<file path="src/rtl/alu_regfile_16bit.sv">
// ---------------------------------------------------------------------------
// alu_regfile_16bit
//
// Eight-entry, 16-bit register file plus a 4-bit status register that feeds
// the 16-bit ALU.  It supplies the ALU operands A, B and Cin, and captures the
// ALU Result and the C/V/Z/N flags on the next rising clock edge.  Together
// with the ALU it forms a single-cycle read/compute/write-back loop.
//
// Ports:
//   clk      in   1   system clock, all state changes on the rising edge
//   rst      in   1   asynchronous, active-high reset (clears all state)
//   ra_addr  in   3   register index driven onto A
//   rb_addr  in   3   register index driven onto B
//   A        out 16   reg[ra_addr], combinational read
//   B        out 16   reg[rb_addr], combinational read
//   Cin      out  1   stored carry flag (stat[3])
//   wr_en    in   1   write wr_data into reg[wr_addr] at the rising edge
//   wr_addr  in   3   destination register index
//   wr_data  in  16   write data (normally the ALU Result)
//   flag_we  in   1   latch {C_in,V_in,Z_in,N_in} into the status register
//   C_in, V_in, Z_in, N_in  in 1 each   ALU flag outputs
//   flags    out  4   stored status {C,V,Z,N}, bit3 = C
//
// Configuration macro:
//   R0_ZERO_EN  when defined, reg[0] is hard-wired to zero: it always reads
//               0x0000 and writes to address 0 are discarded (flag updates in
//               the same cycle still apply).  When undefined, reg[0] is an
//               ordinary register.
// ---------------------------------------------------------------------------
module alu_regfile_16bit (
    input  logic        clk,
    input  logic        rst,
    input  logic [2:0]  ra_addr,
    input  logic [2:0]  rb_addr,
    output logic [15:0] A,
    output logic [15:0] B,
    output logic        Cin,
    input  logic        wr_en,
    input  logic [2:0]  wr_addr,
    input  logic [15:0] wr_data,
    input  logic        flag_we,
    input  logic        C_in,
    input  logic        V_in,
    input  logic        Z_in,
    input  logic        N_in,
    output logic [3:0]  flags
);

    logic [15:0] regs_q [8];
    logic [15:0] regs_d [8];
    logic [3:0]  stat_q;
    logic [3:0]  stat_d;

    // Next-state for the register array.  Reads come straight from regs_q,
    // so a register being written keeps showing its old value until the edge.
    always_comb begin
        regs_d = regs_q;
        if (wr_en) begin
            regs_d[wr_addr] = wr_data;
        end
`ifdef R0_ZERO_EN
        // r0 is a constant zero; any write that targeted it is dropped here.
        regs_d[0] = 16'h0000;
`endif
    end

    // Status register next-state, independent of the register write enable.
    always_comb begin
        stat_d = stat_q;
        if (flag_we) begin
            stat_d = {C_in, V_in, Z_in, N_in};
        end
    end

    // State registers; reset clears everything immediately and wins over
    // any write presented in the same cycle.
    always_ff @(posedge clk or posedge rst) begin
        if (rst) begin
            regs_q <= '{default: 16'h0000};
            stat_q <= 4'b0000;
        end else begin
            regs_q <= regs_d;
            stat_q <= stat_d;
        end
    end

    // Combinational read ports.
    always_comb begin
`ifdef R0_ZERO_EN
        A = (ra_addr == 3'd0) ? 16'h0000 : regs_q[ra_addr];
        B = (rb_addr == 3'd0) ? 16'h0000 : regs_q[rb_addr];
`else
        A = regs_q[ra_addr];
        B = regs_q[rb_addr];
`endif
    end

    assign Cin   = stat_q[3];
    assign flags = stat_q;

endmodule
</file>
<file path="config.mk">
export PLATFORM = sky130hd
export DESIGN_NAME = alu_regfile_16bit
export DESIGN_NICKNAME = d
export VERILOG_FILES = /design/src/rtl/alu_regfile_16bit.sv
export SDC_FILE = /design/constraint.sdc
export NUM_CORES = 1
export LEC_CHECK = 0
export CAP_MARGIN = 20
export CORE_MARGIN = 8
export CORE_UTILIZATION = 43
export CTS_BUF_LIST = sky130_fd_sc_hd__clkbuf_8
export DETAILED_ROUTE_END_ITERATION = 12
export HOLD_SLACK_MARGIN = 0.05
export PLACE_DENSITY = 0.66
export SYNTH_ARGS = -nofsm -noshare
export SYNTH_HDL_FRONTEND = slang
export SYNTH_SLANG_ARGS = --single-unit
</file>
<file path="constraint.sdc">
create_clock -name clk -period 6.5 [get_ports clk]
set_clock_uncertainty 0.1 [all_clocks]
set_input_delay 0.975 -clock clk [delete_from_list [all_inputs] [get_ports clk]]
set_output_delay 0.975 -clock clk [all_outputs]
set_load 0.005 [all_outputs]
</file>
==> summary.txt, run 1 <==
Status
  – Outcome: finished, final reports clean

Layout
  – Net count, final: 498
  – P&R area growth vs syn: 17.2%
  – Share of layout cells above drive strength 1: 47.1%
  – Ant diodes: 0
  – Non-filler cells, final: 698

Detailed routing
  – WL/cell: 22.9 microns
  – Pre-antenna DRT Iters: 6
  – DRC: 0
  – Detailed Route WL: 16,000 microns
  – Antenna Nets Post-Route: 0
  – DRT iter0 DRCs: 114
  – DR vias/cell: 5.84
  – DR vias: 4,077

Synthesis
  – Sequential cell area fraction in the yosys report: 45.9%
  – EDFF count, synth: 0
  – Syn Nets: 438
  – Syn Std Cell Area: 7190 sq um
  – Register bit count reported by yosys: 132
  – Top FF cell, synth: dfrtp_1
  – Synth unique cells: 16
  – Top-area cell type share of the netlist area: 45.9%
  – Count leader, synth: mux2_2
  – Syn Inst Count: 405
  – Avg Inst Size Synth: 17.8 sq um
  – Post-synth top area cell: dfrtp_1
  – Most frequent cells after synthesis: 154 x mux2_2, 132 x dfrtp_1, 46 x mux4_1
  – FFs w/ async S/R, synth: 100%
  – Synth top area cells: dfrtp_1 46%, mux2_2 24%, mux4_1 17%, mux4_2 5.6%, buf_6 1.6%
  – YS warnings: 0

Pwr
  – VDD IR max: 0.135 mV
  – Power, Total: 2.59 mW
  – Leak: 3.52 nW
  – PwrDens: 307 nW/um^2

Global route
  – Pin count of the biggest net entering global routing: 71
  – Gr usage total: 15.5%
  – First-pass GRT wire length: 25,400 microns
  – Gr ovfl total: 0
  – Vias in the first global route: 4,354
  – Antenna violations before repair: 0

Critical path
  – CP Launch Type: input pin
  – Critical path type: in2out
  – Crit. End Element: primary output
  – Crit path arrival time: 3.19 ns
  – WP data required: 5.42 ns
  – Crit path buffers/inverters: 3
  – Max stage delay on crit path: 0.57 ns
  – Crit Path Max Fanout: 21
  – CP delay by family, top: buffers and inverters
  – Critical path, cell by cell: clkbuf_2 -> buf_4 -> mux4_1 -> mux2_2 -> clkdlybuf4s50_1
  – Slowest CP cell: mux4_1

Clock tree
  – H-tree depth: 4
  – Clock Pin Slew Worst Setup and Hold Paths: 0.07 ns
  – Post-CTS sizing: 0
  – Clock net sink count: 132
  – CTS tree: yes
  – CTS Buf Count: 17
  – CTS Hold Bufs: 0
  – Worst skew pair latency: 0.44 ns
  – Clock Path Buffers: 2
  – Root Buffer: clkbuf_8
  – Post-CTS setup repair buffer count: 0

Timing
  – Fin crit share: 65.6%
  – Finish-stage setup viols: 0
  – Final hold vios: 0
  – Tmin final: 4.26 ns
  – Pin slew with the least headroom to its limit: 1.11 ns
  – Max-slew violation count: 0
  – Fmax: 0.235 GHz
  – Sum Neg Setup Slack: 0 ns
  – Slew headroom: 25.8%
  – RSZ-0062 raised after global routing: false

Min path
  – Hold Path Class: reg2reg

Flow run
  – MaxCap Viol Count: 0

Floorplanning
  – Initial Util: 43.7%
  – Core ar.: 16,500 sq um
  – Die Y: 145 microns
  – I/O pin cnt: 70
  – Die span in x: 145 microns
  – Total die area: 21,100 sq um
  – # rows: 47

Place
  – I/O Buffers: 69
  – Placed cells: 665
  – Dpl hpwl: 9750 microns
  – Routability cong.: 0.694
## registers in the layout, summed over array words and instances (netlist names)
signal  cells
flags       4
regs_q    128
## per-stage QoR
step | setup slack (ns) | hold WS, ns | utilization, % | area, sq um
3_3_place_gp | 2.21 | 0.380 | 48.1 | 7930
2_1_floorplan | 1.90 | 0.365 | - | 7190
4_1_cts | 2.21 | 0.403 | 51.0 | 8410
6_report | 2.24 | 0.398 | 51.2 | 8430
5_1_grt | 2.15 | 0.437 | 51.2 | 8430
3_5_place_dp | 2.20 | 0.386 | 48.1 | 7930
## kinds of logic (layout without fill, tap and decap cells)
| kind of cell | after synthesis | in the layout | share of synthesized area (%) |
|---|---|---|---|
| flip-flops | 132 | 132 | 45.9 |
| AND/OR/NAND/NOR | 8 | 8 | 1.55 |
| buffers and inverters | 37 | 110 | 4.43 |
| multiplexers | 228 | 228 | 48.1 |
## worst paths after layout
| check | slack, ns | start | to | cells past startpoint |
|---|---|---|---|---|
| setup / recovery | 2.24 | ra_addr[2] | A[10] | 5 |
| max in group asynchronous | 3.97 | rst | regs_q[117] | 3 |
| setup reg to reg | 5.58 | regs_q[119] | regs_q[119] | 1 |
| hold reg to reg | 0.40 | regs_q[118] | regs_q[118] | 1 |
| min in group asynchronous | 0.92 | rst | regs_q[62] | 2 |
| hold / removal | 0.40 | regs_q[118] | regs_q[118] | 1 |
## area by class of cell
cell class                 instances  area (sq um)
fill                            1341          8030
tap                              220           275
multi-input combinational        236          3620
sequential                       132          3300
clock inverter                    14           233
clock buffer                      18           248
inverter                           1          6.26
timing repair buffer              77           751
## per-layer routing
metal | vias to the layer above | routed length, microns | global-route usage [%]
met5 | - | 0 | 0
met4 | 0 | 106 | 3.49
met3 | 12 | 634 | 4.23
met2 | 81 | 7940 | 25.4
met1 | 2230 | 7270 | 20.3
li1 | 1754 | - | -
## where the power goes
| group | switching [mW] | total, mW | leakage [nW] | internal (mW) |
|---|---|---|---|---|
| Sequential | 0.117 | 1.12 | 1.58 | 1.00 |
| Clock | 0.319 | 0.822 | 0.227 | 0.503 |
| Combinational | 0.200 | 0.649 | 1.71 | 0.450 |
## cell usage in the layout, fill, tap and decap left out, types with 3 or more instances in the layout
cell             Yosys  final
mux4_1              46     46
clkinv_2             0      3
mux4_2              18     18
clkdlybuf4s50_1      0     65
buf_2               12      3
mux2_2             154    154
nor4bb_4             0      3
nand4b_2             3      3
clkinvlp_4           0      5
clkbuf_8             0     18
bufinv_16            0      6
dfrtp_1            132    132
mux2_1              10     10
buf_4                6      7
Note: power is estimated with default switching activity, not from simulation.
==> run 2, diff against run 1 <==
PLACE_DENSITY = 0.68   (was 0.66)
clock period = 3.5 ns   (was 6.5 ns; I/O delays follow)
==> run 2 against run 1 <==
Power up 78%. Worst hold slack better by 0.0053 ns. Via count about the same. Clock power up 59%. Register-to-register slack worse by 3.0 ns. Critical endpoint is now A[5]. Largest power group unchanged. Highest routed layer unchanged.
==> summary.txt, run 2 (synthesized netlist as in run 1, its figures left out) <==
Status
  – Outcome: finished, final reports clean (unchanged)

Layout
  – # fillers: 1,390 (was 1,341)
  – Util after Layout: 51.6% (was 51.2%)
  – Commonest non-fill, non-tap cell in the layout: mux2_2 (unchanged)
  – Ant diodes: 0 (unchanged)
  – Reg area: 3300 sq um (unchanged)
  – Share of layout cells above drive strength 1: 47.6% (was 47.1%)
  – Commonest cells after routing, fill and taps aside: 154 x mux2_2, 132 x dfrtp_1, 66 x clkdlybuf4s50_1 (was 154 x mux2_2, 132 x dfrtp_1, 65 x clkdlybuf4s50_1)
  – P&R area growth vs syn: 18.0% (was 17.2%)
  – Max reg flops: 128 (unchanged)
  – Multi-input combinational cell area: 3620 sq um (unchanged)
  – Most flops, register: regs_q (unchanged)
  – Net count, final: 509 (was 498)

Floorplanning
  – # rows: 47 (unchanged)
  – Die span in x: 145 microns (unchanged)
  – Total die area: 21,100 sq um (unchanged)
  – Initial Util: 43.7% (unchanged)
  – I/O pin cnt: 70 (unchanged)
  – Die Y: 145 microns (unchanged)
  – Core ar.: 16,500 sq um (unchanged)

Min path
  – WHS Path Cells: 1 (unchanged)
  – Hold Path Origin: regs_q[118] (unchanged)
  – WHS Endpoint: regs_q[118] (unchanged)
  – Hold Path Class: reg2reg (unchanged)

Global route
  – Pin count of the biggest net entering global routing: 133 (was 71)
  – Gr ovfl total: 0 (unchanged)
  – Gr usage total: 16.1% (was 15.5%)
  – Antenna violations before repair: 0 (unchanged)
  – Vias in the first global route: 4,558 (was 4,354)
  – First-pass GRT wire length: 26,200 microns (was 25,400 microns)

Clock tree
  – Clock Pin Slew Worst Setup and Hold Paths: 0.07 ns (about the same)
  – CTS tree: yes (unchanged)
  – Clock Path Buffers: 2 (unchanged)
  – Root Buffer: clkbuf_8 (unchanged)
  – Post-CTS setup repair buffer count: 0 (unchanged)
  – Post-CTS sizing: 0 (unchanged)
  – Worst skew pair latency: 0.43 ns (was 0.44 ns)
  – CTS Hold Bufs: 0 (unchanged)
  – CTS Buf Count: 17 (unchanged)
  – H-tree depth: 4 (unchanged)
  – Clock net sink count: 132 (unchanged)

Timing
  – Fmax: 0.310 GHz
  – Finish-stage setup viols: 0 (unchanged)
  – Pin slew with the least headroom to its limit: 0.725 ns (was 1.11 ns)
  – Tmin final: 3.22 ns
  – Max-slew violation count: 0 (unchanged)
  – RSZ-0062 raised after global routing: false (unchanged)
  – Sum Neg Setup Slack: 0 ns (unchanged)
  – Final hold vios: 0 (unchanged)
  – Final worst setup slack: 0.279 ns (was 2.24 ns)
  – Slew headroom: 51.7% (was 25.8%)
  – Fin crit share: 92.0%

Place
  – Post-place setup slack: 0.279 ns (was 2.20 ns)
  – I/O Buffers: 69 (unchanged)
  – Routability cong.: 0.691 (was 0.694)
  – Dpl hpwl: 9960 microns (was 9750 microns)

Pwr
  – Logic pwr share: 26.5% (was 25.1%)
  – Leak: 3.56 nW (was 3.52 nW)
  – PwrDens: 544 nW/um^2 (was 307 nW/um^2)
  – Switch share: 25.2% (was 24.6%)
  – VDD IR max: 0.267 mV (was 0.135 mV)
  – Sequential Power Share: 45.1% (was 43.2%)
  – Clock network fraction of total power: 28.4% (was 31.8%)
  – P_sw: 1.17 mW (was 0.636 mW)
  – Power, Total: 4.62 mW (was 2.59 mW)
  – P_int: 3.45 mW (was 1.95 mW)

Critical path
  – R2R cell count: 1 (unchanged)
  – Crit. End Element: primary output (unchanged)
  – End of the worst register-to-register path: regs_q[114] (was regs_q[119])
  – WP data required: 2.87 ns (was 5.42 ns)
  – Crit Path Max Fanout: 22 (was 21)
  – CP Launch Type: input pin (unchanged)
  – Crit path arrival time: 2.60 ns (was 3.19 ns)
  – R2R Path Start: regs_q[114] (was regs_q[119])
  – R2r setup slk: 2.59 ns (was 5.58 ns)
  – Critical path type: in2out (unchanged)

Detailed routing
  – Detailed Route WL: 16,300 microns (was 16,000 microns)
  – DR vias: 4,080 (was 4,077)
  – WL/cell: 23.0 microns (was 22.9 microns)
  – Antenna Nets Post-Route: 0 (unchanged)
  – Pre-antenna DRT Iters: 4 (was 6)
  – DRT iter0 DRCs: 183 (was 114)
  – DR vias/cell: 5.77 (was 5.84)
  – DRC: 0 (unchanged)

Flow run
  – MaxCap Viol Count: 0 (unchanged)
run 2: worst max-delay path by stage:
stage	from	end	cells after the start
2_1_floorplan	rst	flags[0]	1
3_3_place_gp	ra_addr[0]	A[4]	5
3_5_place_dp	ra_addr[0]	A[0]	5
4_1_cts	ra_addr[0]	A[5]	5
5_1_grt	ra_addr[0]	A[1]	5
6_report	ra_addr[0]	A[5]	5
run 2: area by class of cell:
type,instances,share of cell area (%)
tap,220,3.24
clock inverter,10,1.56
sequential,132,38.9
clock buffer,20,3.24
timing repair buffer,88,10.4
multi-input combinational,236,42.6
inverter,1,0.0884
run 2: through the flow:
step	std cells	area, sq um	hold WS [ns]
after floorplan	405	7200	0.365
after CTS	707	8490	0.407
after global routing	707	8490	0.425
final	707	8490	0.404
after detailed placement	677	8080	0.390
after global placement	677	8080	0.379
run 2: worst max-delay path, cell delays in order:
cell	delay (ns)
clkdlybuf4s50_1	0.53
buf_12	0.21
mux4_1	0.58
mux2_2	0.28
clkdlybuf4s50_1	0.45
run 2: metal layers:
layer | global-route usage, % | share of wire [%] | vias up
met1 | 20.3 | 44 | 2216
met2 | 26.5 | 51 | 77
met3 | 4.54 | 3.6 | 17
li1 | - | - | 1770
met4 | 5.15 | 1.1 | 0
met5 | 0 | 0 | -
run 2: power by group through the flow:
stage / clock (mW) / sequential [mW] / combinational, mW
2_1_floorplan: 0 / 2.02 / 0.824
3_3_place_gp: 0 / 2.06 / 1.21
3_5_place_dp: 0 / 2.10 / 1.24
4_1_cts: 1.35 / 2.08 / 1.25
5_1_grt: 1.43 / 2.13 / 1.32
6_report: 1.31 / 2.08 / 1.22
